**src/rtl/regfile_wb_pkg.sv**
```systemverilog
// Shared types and constants for the writeback/operand stage, the ALU and the decoder.
package regfile_wb_pkg;

    localparam int DW    = 8;
    localparam int NREGS = 8;
    localparam int AW    = $clog2(NREGS);

    typedef struct packed {
        logic carry;
        logic zero;
        logic pari;
        logic equal;
    } flags_t;

    typedef enum logic [3:0] {
        ALU_ADD = 4'd0,
        ALU_ADC = 4'd1,
        ALU_SUB = 4'd2,
        ALU_SBC = 4'd3,
        ALU_AND = 4'd4,
        ALU_OR  = 4'd5,
        ALU_XOR = 4'd6,
        ALU_SHL = 4'd7,
        ALU_SHR = 4'd8,
        ALU_ROL = 4'd9,
        ALU_ROR = 4'd10,
        ALU_CMP = 4'd11,
        ALU_MOV = 4'd12,
        ALU_NOP = 4'd15
    } alu_op_e;

endpackage

```
**src/rtl/regfile_wb_flags.sv**
```systemverilog
// Flag register (carry/zero/parity/equal) with carry-clear override and stall hold.
module wb_flags
    import regfile_wb_pkg::*;
(
    input  logic   clk,
    input  logic   rst_n,
    input  logic   stall_i,
    input  logic   flag_we_i,
    input  logic   carry_clr_i,
    input  flags_t flags_i,
    output flags_t flags_o
);

    flags_t flags_d;
    flags_t flags_q;

    always_comb begin
        // NOTE: default to the held value first so no path leaves flags_d unassigned (no latch).
        flags_d = flags_q;
        if (!stall_i) begin
            if (flag_we_i) begin
                flags_d = flags_i;
            end
            if (carry_clr_i) begin
                flags_d.carry = 1'b0;
            end
        end
    end

    always_ff @(posedge clk) begin
        // NOTE: sequential state uses non-blocking assignment so all flops update together.
        if (!rst_n) begin
            flags_q <= '0;
        end else begin
            flags_q <= flags_d;
        end
    end

    assign flags_o = flags_q;

endmodule

```
**src/rtl/regfile_wb.sv**
```systemverilog
// Writeback/operand stage: register file, R0 tap and ALU flag register.
// Optional same-cycle write-to-read bypass enabled by defining REGFILE_BYPASS_EN.
module regfile_wb
    import regfile_wb_pkg::flags_t;
#(
    parameter  int DW    = regfile_wb_pkg::DW,
    parameter  int NREGS = regfile_wb_pkg::NREGS,
    localparam int AW    = $clog2(NREGS)
) (
    input  logic          clk,
    input  logic          rst_n,
    input  logic          stall_i,
    input  logic [AW-1:0] raddr_a_i,
    input  logic [AW-1:0] raddr_b_i,
    input  logic [AW-1:0] waddr_first_i,
    input  logic [DW-1:0] rslt_i,
    input  logic          write_first_i,
    input  logic          write_r0_i,
    input  logic          flag_we_i,
    input  logic          carry_clr_i,
    input  logic          sc_i,
    input  logic          zero_i,
    input  logic          pari_i,
    input  logic          equal_i,
    output logic [DW-1:0] data_a_o,
    output logic [DW-1:0] data_b_o,
    output logic [DW-1:0] r0_o,
    output logic          carry_o,
    output logic          zero_o,
    output logic          pari_o,
    output logic          equal_o
);

    logic [DW-1:0] regs_d [NREGS];
    logic [DW-1:0] regs_q [NREGS];

    logic   wr_first_en;
    logic   wr_r0_en;
    flags_t flags_in;
    flags_t flags_out;

    assign wr_first_en = write_first_i && !stall_i;
    assign wr_r0_en    = write_r0_i && !stall_i;

    always_comb begin
        regs_d = regs_q;
        if (wr_first_en) begin
            regs_d[waddr_first_i] = rslt_i;
        end
        if (wr_r0_en) begin
            regs_d[0] = rslt_i;
        end
    end

    always_ff @(posedge clk) begin
        // NOTE: the register array is reset explicitly; it is small and software expects zeros.
        if (!rst_n) begin
            for (int i = 0; i < NREGS; i++) begin
                regs_q[i] <= '0;
            end
        end else begin
            regs_q <= regs_d;
        end
    end

`ifdef REGFILE_BYPASS_EN
    logic byp_first_en;
    logic byp_r0_en;

    assign byp_first_en = wr_first_en && rst_n;
    assign byp_r0_en    = wr_r0_en && rst_n;

    // A port hits when it reads either destination being written this cycle.
    always_comb begin
        data_a_o = regs_q[raddr_a_i];
        data_b_o = regs_q[raddr_b_i];
        r0_o     = regs_q[0];
        if ((byp_first_en && raddr_a_i == waddr_first_i) || (byp_r0_en && raddr_a_i == '0)) begin
            data_a_o = rslt_i;
        end
        if ((byp_first_en && raddr_b_i == waddr_first_i) || (byp_r0_en && raddr_b_i == '0)) begin
            data_b_o = rslt_i;
        end
        if ((byp_first_en && waddr_first_i == '0) || byp_r0_en) begin
            r0_o = rslt_i;
        end
    end
`else
    assign data_a_o = regs_q[raddr_a_i];
    assign data_b_o = regs_q[raddr_b_i];
    assign r0_o     = regs_q[0];
`endif

    assign flags_in = '{carry: sc_i, zero: zero_i, pari: pari_i, equal: equal_i};

    wb_flags u_flags (
        .clk         (clk),
        .rst_n       (rst_n),
        .stall_i     (stall_i),
        .flag_we_i   (flag_we_i),
        .carry_clr_i (carry_clr_i),
        .flags_i     (flags_in),
        .flags_o     (flags_out)
    );

    assign carry_o = flags_out.carry;
    assign zero_o  = flags_out.zero;
    assign pari_o  = flags_out.pari;
    assign equal_o = flags_out.equal;

endmodule
```
**config.mk**
```make
export PLATFORM = sky130hd
export DESIGN_NAME = regfile_wb
export DESIGN_NICKNAME = d
export VERILOG_FILES = /design/src/rtl/regfile_wb_pkg.sv /design/src/rtl/regfile_wb_flags.sv /design/src/rtl/regfile_wb.sv
export SDC_FILE = /design/constraint.sdc
export NUM_CORES = 1
export LEC_CHECK = 0
export CORE_ASPECT_RATIO = 1.4
export CORE_MARGIN = 10
export CORE_UTILIZATION = 45
export DETAILED_ROUTE_END_ITERATION = 12
export GPL_ROUTABILITY_DRIVEN = 0
export PLACE_DENSITY_LB_ADDON = 0.08
export RECOVER_POWER = 50
export SYNTH_ARGS = -nofsm -noshare
export SYNTH_HDL_FRONTEND = slang
export SYNTH_SLANG_ARGS = --single-unit
```
**constraint.sdc**
```tcl
create_clock -name clk -period 2.85 [get_ports clk]
set_input_delay 0.285 -clock clk [delete_from_list [all_inputs] [get_ports clk]]
set_output_delay 0.285 -clock clk [all_outputs]
set_load 0.02 [all_outputs]
```
[After elaboration in Yosys (flattened, before gate mapping)]
Index checks and enable logic that the tools add are counted.
Operators by class
  order comparisons: 4
  muxes and demuxes: 13
  bitwise logic cells: 4
  reductions and logical operators: 8
Operator list (count)
  bitwise mux 64 bit: 1
  2-to-1 mux 64 bit: 1
  binary-select mux 8 bit (select 3 bit): 2
  2-to-1 mux 8 bit: 6
  demux 8 bit (select 3 bit): 1
  >= comparator 4 bit, second input constant: 3
  NOT 3 -> 4 bit: 3
  < comparator 4 x 1 -> 1 bit, second input constant: 1
  2-to-1 mux 4 bit: 1
  AND reduction 2 bit: 2
  nonzero test 2 bit: 2
  logical AND 1 bit: 3
  zero test 1 bit: 1
  2-to-1 mux 1 bit: 1
  NOT 1 bit: 1
Word-level totals
  register bits: 68
  input port bits: 28
  output and inout port bits: 28
  logic and storage cells: 41

[Longest topological paths before layout]
Gate-level depths: netlist of the first run.
  word-level depth: 8
  gate-level depth with buffers: 5

[Cells and area by module]
From an unflattened synthesis of the first run, not the netlist that was laid out.
Second synthesis, totals
  cells, all modules: 336
  area, all modules: 3873.7 um^2
By module, submodules not included
  regfile_wb: instances 1, cells an instance 321, area each 3707.3 um^2, seq. area each 1281.2 um^2
  wb_flags: instances 1, cells an instance 15, area each 166.4 um^2, seq. area each 80.1 um^2

[Worst setup path after synthesis of the first run]
Ideal clock, no wire load.
  kind: input-to-output
  start: in raddr_b_i[1]
  end: out data_b_o[5]
  arrival time: 1.394 ns
  required time: 2.565 ns
  slack: 1.171 ns
  cell stages on the path: 4
  buffers on the path: 2
  cell sequence: buf_2 -> clkbuf_1 -> mux4_2 -> mux2_2
Between the ends
  longest elaborated chain between the ends: 4
Ends and longest elaborated chain
  start, declared: RTL line regfile_wb.sv:14  | input logic [AW-1:0] raddr_b_i,
  NOT 3 -> 4 bit (implied by the code): RTL line regfile_wb.sv:90  | assign data_b_o = regs_q[raddr_b_i];
  binary-select mux 8 bit (select 3 bit): RTL line regfile_wb.sv:90
  2-to-1 mux 8 bit (implied by the code) (2 in series): RTL line regfile_wb.sv:90
  end, declared: RTL line regfile_wb.sv:26  | output logic [DW-1:0] data_b_o,
No other way between the ends. The select of a mux whose other input is x is not followed.

[Worst setup path after layout of the first run]
  start: in raddr_b_i[1]
  end: out data_b_o[1]
The elaborated chain is that of the path after synthesis.

==> results of run 1 <==
## worst max-delay path, delay by kind of cell
kind	cells	cell delay (ps)
mux	2	630
buf+inv	3	1520
## cell usage after synthesis, types with 8 or more instances
library cell	count
sky130_fd_sc_hd__dfxtp_1	68
sky130_fd_sc_hd__buf_4	8
sky130_fd_sc_hd__clkbuf_1	13
sky130_fd_sc_hd__mux4_1	29
sky130_fd_sc_hd__and3_1	9
sky130_fd_sc_hd__buf_2	9
sky130_fd_sc_hd__o211ai_1	8
sky130_fd_sc_hd__nand2_1	65
sky130_fd_sc_hd__mux2_2	16
sky130_fd_sc_hd__nand3b_1	12
sky130_fd_sc_hd__mux2i_1	59
sky130_fd_sc_hd__a31oi_1	8
sky130_fd_sc_hd__nand4b_1	8
## where the power goes
part	total (W)	internal, W	switching (W)
registers	0.000993	0.000973	0.0000199
clock network	0.00117	0.000784	0.000383
logic	0.000273	0.000136	0.000137
## area by class of cell
| type | count | area (um^2) | area share |
|---|---|---|---|
| Clock buffer | 11 | 243 | 0.0514 |
| Clock inverter | 5 | 75.1 | 0.0159 |
| Multi-Input combinational cell | 231 | 2270 | 0.482 |
| Sequential cell | 68 | 1360 | 0.288 |
| Tap cell | 105 | 131 | 0.0278 |
| Timing Repair Buffer | 65 | 634 | 0.134 |
## through the flow
stage / util / instances / area, um^2 / power [W]
after global placement: 0.519 / 469 / 4420 / 0.00129
after CTS: 0.556 / 485 / 4730 / 0.00248
after global routing: 0.555 / 485 / 4720 / 0.00253
final: 0.555 / 485 / 4720 / 0.00243
after floorplan: - / 338 / 3870 / 0.00118
after detailed placement: 0.519 / 469 / 4420 / 0.00129
## path summary, 6_finish.rpt
kind / startpoint / to / slack [ps] / depth (start not counted)
worst max-delay path: raddr_b_i[1] / data_b_o[1] / 130 / 5
worst max register to register: r0_o[5] / r0_o[5] / 1920 / 3
worst min-delay path: regs_q[12] / regs_q[12] / 470 / 2
worst min register to register: regs_q[12] / regs_q[12] / 470 / 2
## state kept, by name (all words and copies together) (netlist names)
| register | count |
|---|---|
| r0_o | 8 |
| regs_q | 56 |
| u_flags.flags_o | 4 |
## kinds of logic after synthesis
group	Yosys count
DFF	68
muxes	107
AOI/OAI and AO/OA	18
buffers and inverters	39
and+or+nand+nor	106
## metal layers
metal	share of wire	track usage	up-vias	wire length, um
met5	0	0	-	0
met4	0.0069	0.0558	0	67
met3	0.047	0.0392	4	453
met2	0.51	0.257	73	4900
met1	0.44	0.179	1395	4260
li1	-	-	1349	-
==> summary by stage, run 1 <==
Routing
The number of design rule violations left after detail routing is 0. Detailed routing inserted a total of 2,821 vias. After detailed routing, the total wire length is 9680 um. The wire length per cell after detailed routing is 20.0 um. The detail route stage leaves a number of antenna-violating nets equal to 0.

The detailed router's first-iteration violation count is 104. The vias per cell is 5.82. The first TritonRoute pass finished after 4 iterations.

Logic synthesis
The post-synthesis cell area is 3870 um^2. In this run, synthesis produced a sequential element count of 68. The share of the synthesized area in the top cell type is 0.351. The net count of the mapped netlist is 366.

Of the total synthesized cell area, the portion taken by AND, OR, NAND and NOR gates is 0.143. Among all flip-flop cells after synthesis, the most frequent one is sky130_fd_sc_hd__dfxtp_1. Sorting the synthesized cells by area gives the leading types as sky130_fd_sc_hd__dfxtp_1, sky130_fd_sc_hd__mux4_1, sky130_fd_sc_hd__mux2i_1. Synthesis produced a netlist whose cell count is 338. The synthesized-area fraction occupied by ao, oa, aoi and oai cells is 0.0317. The share of the Yosys chip area taken by registers is 0.351. The largest area contributor in the netlist is sky130_fd_sc_hd__dfxtp_1. For this run, the number of Yosys warnings is 0. The mean area per synthesized cell is 11.5 um^2. After synthesis, the share of cell area in mux cells is 0.413.

The synthesized netlist contains 25 unique library cells. For this run, asynchronously set or reset flops after synthesis account for 0. Of the total synthesized cell area, the portion taken by full adders, half adders and majority gates is 0. In this run, synthesis inferred 0 flip-flops with an integrated enable.

The combinational family with the most area after synthesis is multiplexers. Of the total synthesized cell area, the portion taken by XOR and XNOR cells is 0.

Timing
In this run the tightest slew margin relative to its limit is 0.160. Setup violations remaining at the end of the flow were counted as 0. At the pin with the least slew margin, the transition time is 1260 ps. For the final routed database, the setup TNS stands at 0 ps. The minimum period implied by the final worst setup slack is 2720 ps. Derived from the worst setup path, the maximum achievable clock frequency is 367 MHz.

The final clock period utilization by the worst path is 0.955. The number of max-slew violations in the final report came to 0. The number of hold violations in the final report came to 0. The slack of the critical path is 129 ps. Setup repair after global routing left no endpoint under its margin. For the final database, setup skew stands at 0 ps. The worst-case hold slack is 466 ps.

Critical path
The category of the worst setup path launch point is an input port. STA classifies the critical path endpoint as a primary output. The library cell appearing most often on the critical path is sky130_fd_sc_hd__clkdlybuf4s50_1.

For the worst setup path, the data required time is 2570 ps. Among all stages on the critical path, the largest delay is contributed by sky130_fd_sc_hd__clkdlybuf4s50_1. Along the worst path, the maximum fanout reaches 11. The critical path start-end classification is input port to primary output. Data on the critical path arrives at its endpoint at 2440 ps. Walking the worst path, the cells encountered are clkdlybuf4s50_1, buf_4, mux4_1, mux2_2, clkdlybuf4s50_1. The longest individual stage delay on the worst path is 690 ps.

Die
In this run the core area contains 40 standard-cell rows. The initial cell density of the core is 0.455. In this run the count of I/O pins placed on the die edge is 56.

The core region is 8510 um^2. The chip height is 130 um. The die extent in x is 98.4 um. The total die area is 12,800 um^2.

Placed design
The worst setup timing slack at the placement stage is 155 ps. The count of buffers added on input and output ports is 55. The wire-length estimate of the detail-placed layout is 6720 um.

Layout
The library cell used most frequently in the layout, excluding fill and tap cells, is sky130_fd_sc_hd__dfxtp_1. In the final layout, the share of cells above drive strength 1 is 0.113. The number of nets in the final layout is 403. The area growth from synthesis to final layout is 21.8%. In the layout the commonest cells are sky130_fd_sc_hd__dfxtp_1, sky130_fd_sc_hd__nand2_1, sky130_fd_sc_hd__mux2i_1. Fill cells in the final layout number 778. 0 antenna diodes ended up in the layout.

CTS
The count of instances resized after the clock tree is built is 0. The later pin in the worst-skew pair is clocked with a latency of 320 ps. The TritonCTS buffer count is 9.

The clock edge transition at the registers on the reported setup and hold paths is 50 ps. The deepest level of the CTS H-tree is 3. The tree built by TritonCTS fans out to 68 sinks. The number of setup buffers added after CTS is 0.

The number of hold-repair buffers added at the cts stage is 0. The maximum clock path buffer count is 2. TritonCTS built the clock tree. The tree is rooted in a sky130_fd_sc_hd__clkbuf_16.

Global route
The via count of the first global-routing pass is 2,810. In the global route stage, overall resource usage came out at 0.151. The maximum number of pins on one net before global-route repair is 38.

After global routing the overflow that remains totals 0. The wire length of the first global-routing pass is 15,200 um. The initial antenna violation count is 0.

Min path
The path category of the worst min-delay check is register to register.

Run
The tool flagged a number of max-cap violations equal to 0.

Outcome
The run finished with clean final reports.

Power and ir drop
Dividing total power by cell area gives a power density of 516 nW/um^2. VDD sags by at most 0.000337 V. The analysis attributes to cell leakage a power of 1.99 nW.
Power figures use the tool's default switching activity.
==> run 2: changes to the inputs <==
--- a/config.mk
+++ b/config.mk
@@ -10,7 +10,7 @@
 export CORE_UTILIZATION = 45
 export DETAILED_ROUTE_END_ITERATION = 12
 export GPL_ROUTABILITY_DRIVEN = 0
-export PLACE_DENSITY_LB_ADDON = 0.08
+export PLACE_DENSITY = 0.76
 export RECOVER_POWER = 50
 export SYNTH_ARGS = -nofsm -noshare
 export SYNTH_HDL_FRONTEND = slang
==> summary by stage, run 2 (same netlist as run 1, synthesis figures left out) <==
Routing
Across all layers, the routed design uses 2,822 vias. Dividing the detail-routed wire length by the instance count gives 19.7 um. After detailed routing, the number of vias per cell comes to 5.81. The first detailed-routing pass ran for 4 iterations. In the routed design, unresolved DRC markers number 0.

After the first detailed-routing iteration, the DRC count stood at 205. The residual antenna-violating net count after detailed routing is 0. The wire length after detailed routing is 9570 um.

Outcome
The flow ran to the end, and the final reports show no timing, DRC or antenna violations.

Power and ir drop
The power density over the cells is 507 nW/um^2. The leakage power of the design is 1.98 nW. The maximum VDD drop is 0.000322 V. Power comes to 0.00239 W.

Timing
Setup repair after global routing left no endpoint under its margin. Derived from the worst setup path, the maximum achievable clock frequency is 372 MHz. The final clock period utilization by the worst path is 0.943. At the pin with the least slew margin, the transition time is 1200 ps. The final setup violation count is 0. The number of hold violations in the final report is 0.

The minimum period implied by the final worst setup slack is 2690 ps. The worst pin sits at a relative slew slack of 0.199. The number of max-slew violations in the final report came to 0. Across the routed clock network, the largest skew measured is 0 ps. The setup total negative slack is 0 ps.

Layout
The number of nets in the final layout is 405. The register with the most flip-flops in the layout has 56 of them. The area taken by multi-input logic gates is 2270 um^2. The library cell used most frequently in the layout, excluding fill and tap cells, is sky130_fd_sc_hd__dfxtp_1. The sequential cells in the finished layout cover a total of 1360 um^2.

The ratio of cells with drive above 1 in the final layout is 0.113. In the layout the commonest cells are sky130_fd_sc_hd__dfxtp_1, sky130_fd_sc_hd__nand2_1, sky130_fd_sc_hd__mux2i_1. The register with the most flip-flops in the final layout is regs_q.

The area growth from synthesis to final layout is 21.9%. After filler insertion, the fill cell instance count of the layout stands at 734. The repair_antennas step left the layout with diodes totalling 0.

CTS
The number of hold-repair buffers added at the cts stage is 0. The root buffer cell is sky130_fd_sc_hd__clkbuf_16. The number of setup buffers added after CTS is 0. TritonCTS built the clock tree.

The clock edge transition at the registers on the reported setup and hold paths is 50 ps. The clock net in this run drives a total of 68 sinks. The longest clock path from root to sink contains 2 buffers. The TritonCTS buffer count is 9. The count of instances resized after the clock tree is built is 0.

At the later pin of the worst-skew pair, clock insertion delay measures 330 ps. The deepest level of the CTS H-tree is 3.

Die
The die covers 12,800 um^2. The floorplan step set the die width to 98.4 um. The number of cell rows is 40. For this configuration, the core starts out at a cell density of 0.455. The core region is 8510 um^2. The floorplan step set the die height to 130 um.

For this design the top-level I/O count stands at 56.

Global route
The maximum number of pins on one net before global-route repair is 40. The via count of the first global-routing pass is 2,853. The wire length of the first global-routing pass is 15,200 um. The initial antenna violation count is 0. The combined global-route utilization of all metal layers is 0.149. The total overflow left after global routing is 0.

Critical path
The data required time at the worst endpoint is 2570 ps. The critical path in this run is classified as input port to primary output. STA classifies the critical path endpoint as a primary output. The arrival time reported for the critical path endpoint is 2400 ps.

In this run the worst path has a maximum fanout of 8. STA classifies the critical path startpoint as an input port.

Placed design
The count of buffers added on input and output ports is 55. The wire-length estimate of the detail-placed layout is 6990 um.

Run
The tool flagged a number of max-cap violations equal to 0.

Min path
In this run the worst hold path is classified as register to register.
[run 2: worst paths after layout]
check,startpoint,end,slack (ps),cells past startpoint
max reg2reg,r0_o[5],r0_o[5],1870,3
max,raddr_a_i[1],data_a_o[7],160,4
min reg2reg,regs_q[14],regs_q[14],470,2
min,regs_q[14],regs_q[14],470,2
[run 2: metrics by stage]
step / std cells / worst slack, ps / utilization / hold slack [ps] / area [um^2]
CTS: 486 / 144 / 0.556 / 470 / 4730
floorplan: 338 / 1170 / - / 432 / 3870
global placement: 471 / 147 / 0.521 / 448 / 4430
global route: 486 / 95.8 / 0.555 / 490 / 4720
finish: 486 / 162 / 0.555 / 469 / 4720
detailed placement: 471 / 156 / 0.521 / 462 / 4430
[run 2: layout make-up]
cell class,count,area share
clock buffer,14,0.0580
tap,105,0.0278
sequential,68,0.288
multi-input combinational,231,0.482
timing repair buffer,67,0.138
clock inverter,1,0.00636
[run 2: critical path, stage by stage]
cell                              delay [ps]
sky130_fd_sc_hd__clkdlybuf4s50_1         740
sky130_fd_sc_hd__mux4_2                  560
sky130_fd_sc_hd__mux2_2                  280
sky130_fd_sc_hd__clkdlybuf4s50_1         540
[run 2: metal layers]
layer  share of wire  global-route usage  vias to the layer above
li1                -                   -                     1350
met1            0.44               0.172                     1386
met2            0.50               0.254                       71
met3           0.043              0.0386                       15
met4           0.019              0.0626                        0
met5               0                   0                        -
[run 2: power by group]
part	leakage, nW	switching, W	internal, W	total, W
registers	0.550	0.0000212	0.000973	0.000994
clock network	0.149	0.000380	0.000744	0.00112
logic	1.28	0.000134	0.000138	0.000273
total	1.98	0.000536	0.00186	0.00239
==> run 3: changes to the inputs <==
--- a/config.mk
+++ b/config.mk
@@ -5,6 +5,7 @@
 export SDC_FILE = /design/constraint.sdc
 export NUM_CORES = 1
 export LEC_CHECK = 0
+export ABC_AREA = 1
 export CORE_ASPECT_RATIO = 1.4
 export CORE_MARGIN = 10
 export CORE_UTILIZATION = 45
==> summary by stage, run 3 <==
Outcome
The run finished with clean final reports.

Timing
After layout, the worst setup slack is 343 ps. The number of max-slew violations in the final report came to 0. For the pin with the worst max-slew slack, the measured transition is 1210 ps. The number of hold violations in the final report came to 0. Subtracting the final worst setup slack from the clock period gives 2510 ps. Dividing the final minimum period by the clock period gives 0.880. Setup repair after global routing left no endpoint under its margin. For this run, the top clock speed supported by timing is 399 MHz. In the final timing run, aggregate negative setup slack is 0 ps.

The post-route clock skew is 0 ps. The remaining max-slew budget at the tightest pin is 0.189. The final setup violation count is 0.

Critical path
The critical path start-end classification is input port to primary output. The slowest library cell on the worst path is sky130_fd_sc_hd__clkdlybuf4s50_1. The longest individual stage delay on the worst path is 600 ps.

On the critical path the largest part of the delay comes from buffers and inverters. Of all nets on the critical path, the largest fanout is 16. The worst setup slack for register-to-register paths is 2010 ps. Counting both buffers and inverters, the worst setup path holds a total of 3. The arrival time reported for the critical path endpoint is 2220 ps. The data required time at the worst endpoint is 2570 ps. Walking the worst path, the cells encountered are clkdlybuf4s50_1, inv_1, nor2_1, o21ai_0, nand2_1, nand2_1, clkdlybuf4s50_1. The worst setup path is launched from an input port.

The worst setup path is captured at a primary output.

Routing
The residual antenna-violating net count after detailed routing is 0. For this block, the via count after detailed routing is 4,356. The detailed router finished its first iteration with 426 violations. The wire length after detailed routing is 12,600 um. Dividing the detail-routed via count by the number of cells gives 5.36. Dividing the detail-routed wire length by the instance count gives 15.5 um. The number of iterations in the first detailed-routing pass is 5. The number of design rule violations left after detail routing is 0.

Global route
The via count of the first global-routing pass came to 4,299. The maximum number of pins on one net before global-route repair is 49. The combined global-route utilization of all metal layers is 0.193.

The final global-route overflow total is 0. The initial antenna violation count is 0. The wire length of the first global-routing pass is 20,900 um.

Logic synthesis
In the post-synthesis netlist, the cell with the most instances is sky130_fd_sc_hd__nand2_1. The mapped netlist covers 3980 um^2. The most used flip-flop cell after synthesis is sky130_fd_sc_hd__dfxtp_1. The mean area per synthesized cell is 5.94 um^2. The number of flops mapped to enable cells by yosys is 0. The total number of yosys warnings is 0. The count of cell types in the netlist is 18. The share of the synthesized area in the top cell type is 0.342.

The async set-or-reset flop fraction in the synthesized netlist is 0. Counting flops and latches in the post-synthesis netlist gives 68. The net count of the mapped netlist is 699.

In the synthesized netlist, the cells that appear most often are sky130_fd_sc_hd__nand2_1, sky130_fd_sc_hd__nor2_1, sky130_fd_sc_hd__dfxtp_1, sky130_fd_sc_hd__inv_1, sky130_fd_sc_hd__o21ai_0. For this run, the register share of the synthesized area comes to 0.342. Ranked by total cell area, the synthesized netlist is headed by sky130_fd_sc_hd__dfxtp_1, sky130_fd_sc_hd__nand2_1, sky130_fd_sc_hd__nor2_1. The instance count of the mapped netlist is 671. The largest area contributor in the netlist is sky130_fd_sc_hd__dfxtp_1.

Layout
The number of flip-flops under the largest register name is 56. The multi-input combinational cells in the finished layout cover a total of 2100 um^2. The number of filler cells placed in the layout is 859.

Counting flops per register, the top entry is regs_q. In the final design database the tool counted 731 nets. The number of antenna cells inserted is 0. The sequential cell area in the final layout is 1360 um^2. The area growth from synthesis to final layout is 20.4%. The leading cell type in the layout, fill and taps excluded is sky130_fd_sc_hd__nand2_1.

In the final layout, the share of cells above drive strength 1 is 0.0395. The final core utilization is 0.557. The top cell types in the final layout, fill and taps aside, are sky130_fd_sc_hd__nand2_1, sky130_fd_sc_hd__nor2_1, sky130_fd_sc_hd__dfxtp_1.

CTS
The clock edge transition at the registers on the reported setup and hold paths is 50 ps. The clock reaches the later pin of the worst-skew pair after 340 ps. The root buffer cell is sky130_fd_sc_hd__clkbuf_16.

The number of hold-repair buffers added at the cts stage is 0. TritonCTS built the clock tree. CTS built an H-tree with a depth of 3.

Once the clock tree was built, the resizer swapped 0 gates to a different size. The TritonCTS buffer count is 9. Post-CTS timing repair inserted 0 buffers for setup.

The longest clock path from root to sink contains 2 buffers. Clock tree synthesis found a total of 68 sinks.

Placed design
The count of input and output buffers is 55. Before CTS, the worst setup slack after placement is 375 ps. The sum of net half-perimeters after detailed placement is 9120 um.

Die
The initial utilization of the core area, before any placement, comes to 0.463. Measured along the y axis, the die boundary spans 131 um. The total die area is 13,100 um^2. The number of top-level design ports is 56.

The die extent in x is 99.5 um. The initialized floorplan defines 40 standard-cell rows. The area of the placeable core is 8610 um^2.

Power and ir drop
In this run the static leakage power is 2.20 nW. The maximum VDD drop is 0.000322 V. For this design the ratio of total power to cell area is 555 nW/um^2.

Min path
The worst hold path belongs to the class register to register.

Run
The max-capacitance violation count is 0.
[run 3: cell count changes after synthesis, sizes merged, moves of 32 or more]
cell   previous run  this run
mux2i            59         0
o21ai             1        52
inv               0        64
nand2            65       225
nor2              2       152
mux4             32         0
[run 3: worst reg2reg max path, cell delays in order, from the launching register on]
cell                      delay [ps]
sky130_fd_sc_hd__dfxtp_1         450
sky130_fd_sc_hd__inv_1            70
sky130_fd_sc_hd__nand3_1          80
sky130_fd_sc_hd__nand2_1          70
sky130_fd_sc_hd__nor2_1          100
[run 3: final cells by class]
| class | instances | area share |
|---|---|---|
| tap | 105 | 0.0274 |
| inverter | 64 | 0.0501 |
| multi-input combinational | 496 | 0.438 |
| timing repair buffer | 64 | 0.133 |
| sequential | 68 | 0.284 |
| clock buffer | 9 | 0.0470 |
| clock inverter | 7 | 0.0206 |
[run 3: path summary, 6_finish.rpt]
kind / startpoint / end / cells after the start
setup / recovery: raddr_b_i[0] / data_b_o[1] / 7
hold / removal: regs_q[12] / regs_q[12] / 2
setup reg to reg: r0_o[3] / r0_o[3] / 4
hold reg to reg: regs_q[12] / regs_q[12] / 2
[run 3: metrics by stage]
step / area (um^2) / hold slack (ps) / power (W) / std cells
floorplan: 3980 / 417 / 0.00130 / 671
global placement: 4520 / 466 / 0.00147 / 797
detailed placement: 4520 / 471 / 0.00148 / 797
CTS: 4850 / 485 / 0.00267 / 813
global route: 4800 / 501 / 0.00276 / 813
finish: 4800 / 480 / 0.00266 / 813
[run 3: cells by family after synthesis]
group                  share of synthesized area
DFF                                        0.342
AOI/OAI and AO/OA                          0.137
and+or+nand+nor                            0.403
buffers and inverters                      0.118
[run 3: power by group]
group	total, W	leakage, nW	internal (W)	switching (W)
combinational	0.000450	1.49	0.000179	0.000271
sequential	0.00101	0.552	0.000980	0.0000255
clock	0.00121	0.156	0.000769	0.000437
[run 3: routing by layer]
layer | global-route usage | up-vias | part of all wire
met5 | 0 | - | 0
met4 | 0.144 | 0 | 0.064
met3 | 0.0504 | 59 | 0.076
met2 | 0.309 | 224 | 0.47
met1 | 0.212 | 1933 | 0.39
li1 | - | 2140 | -
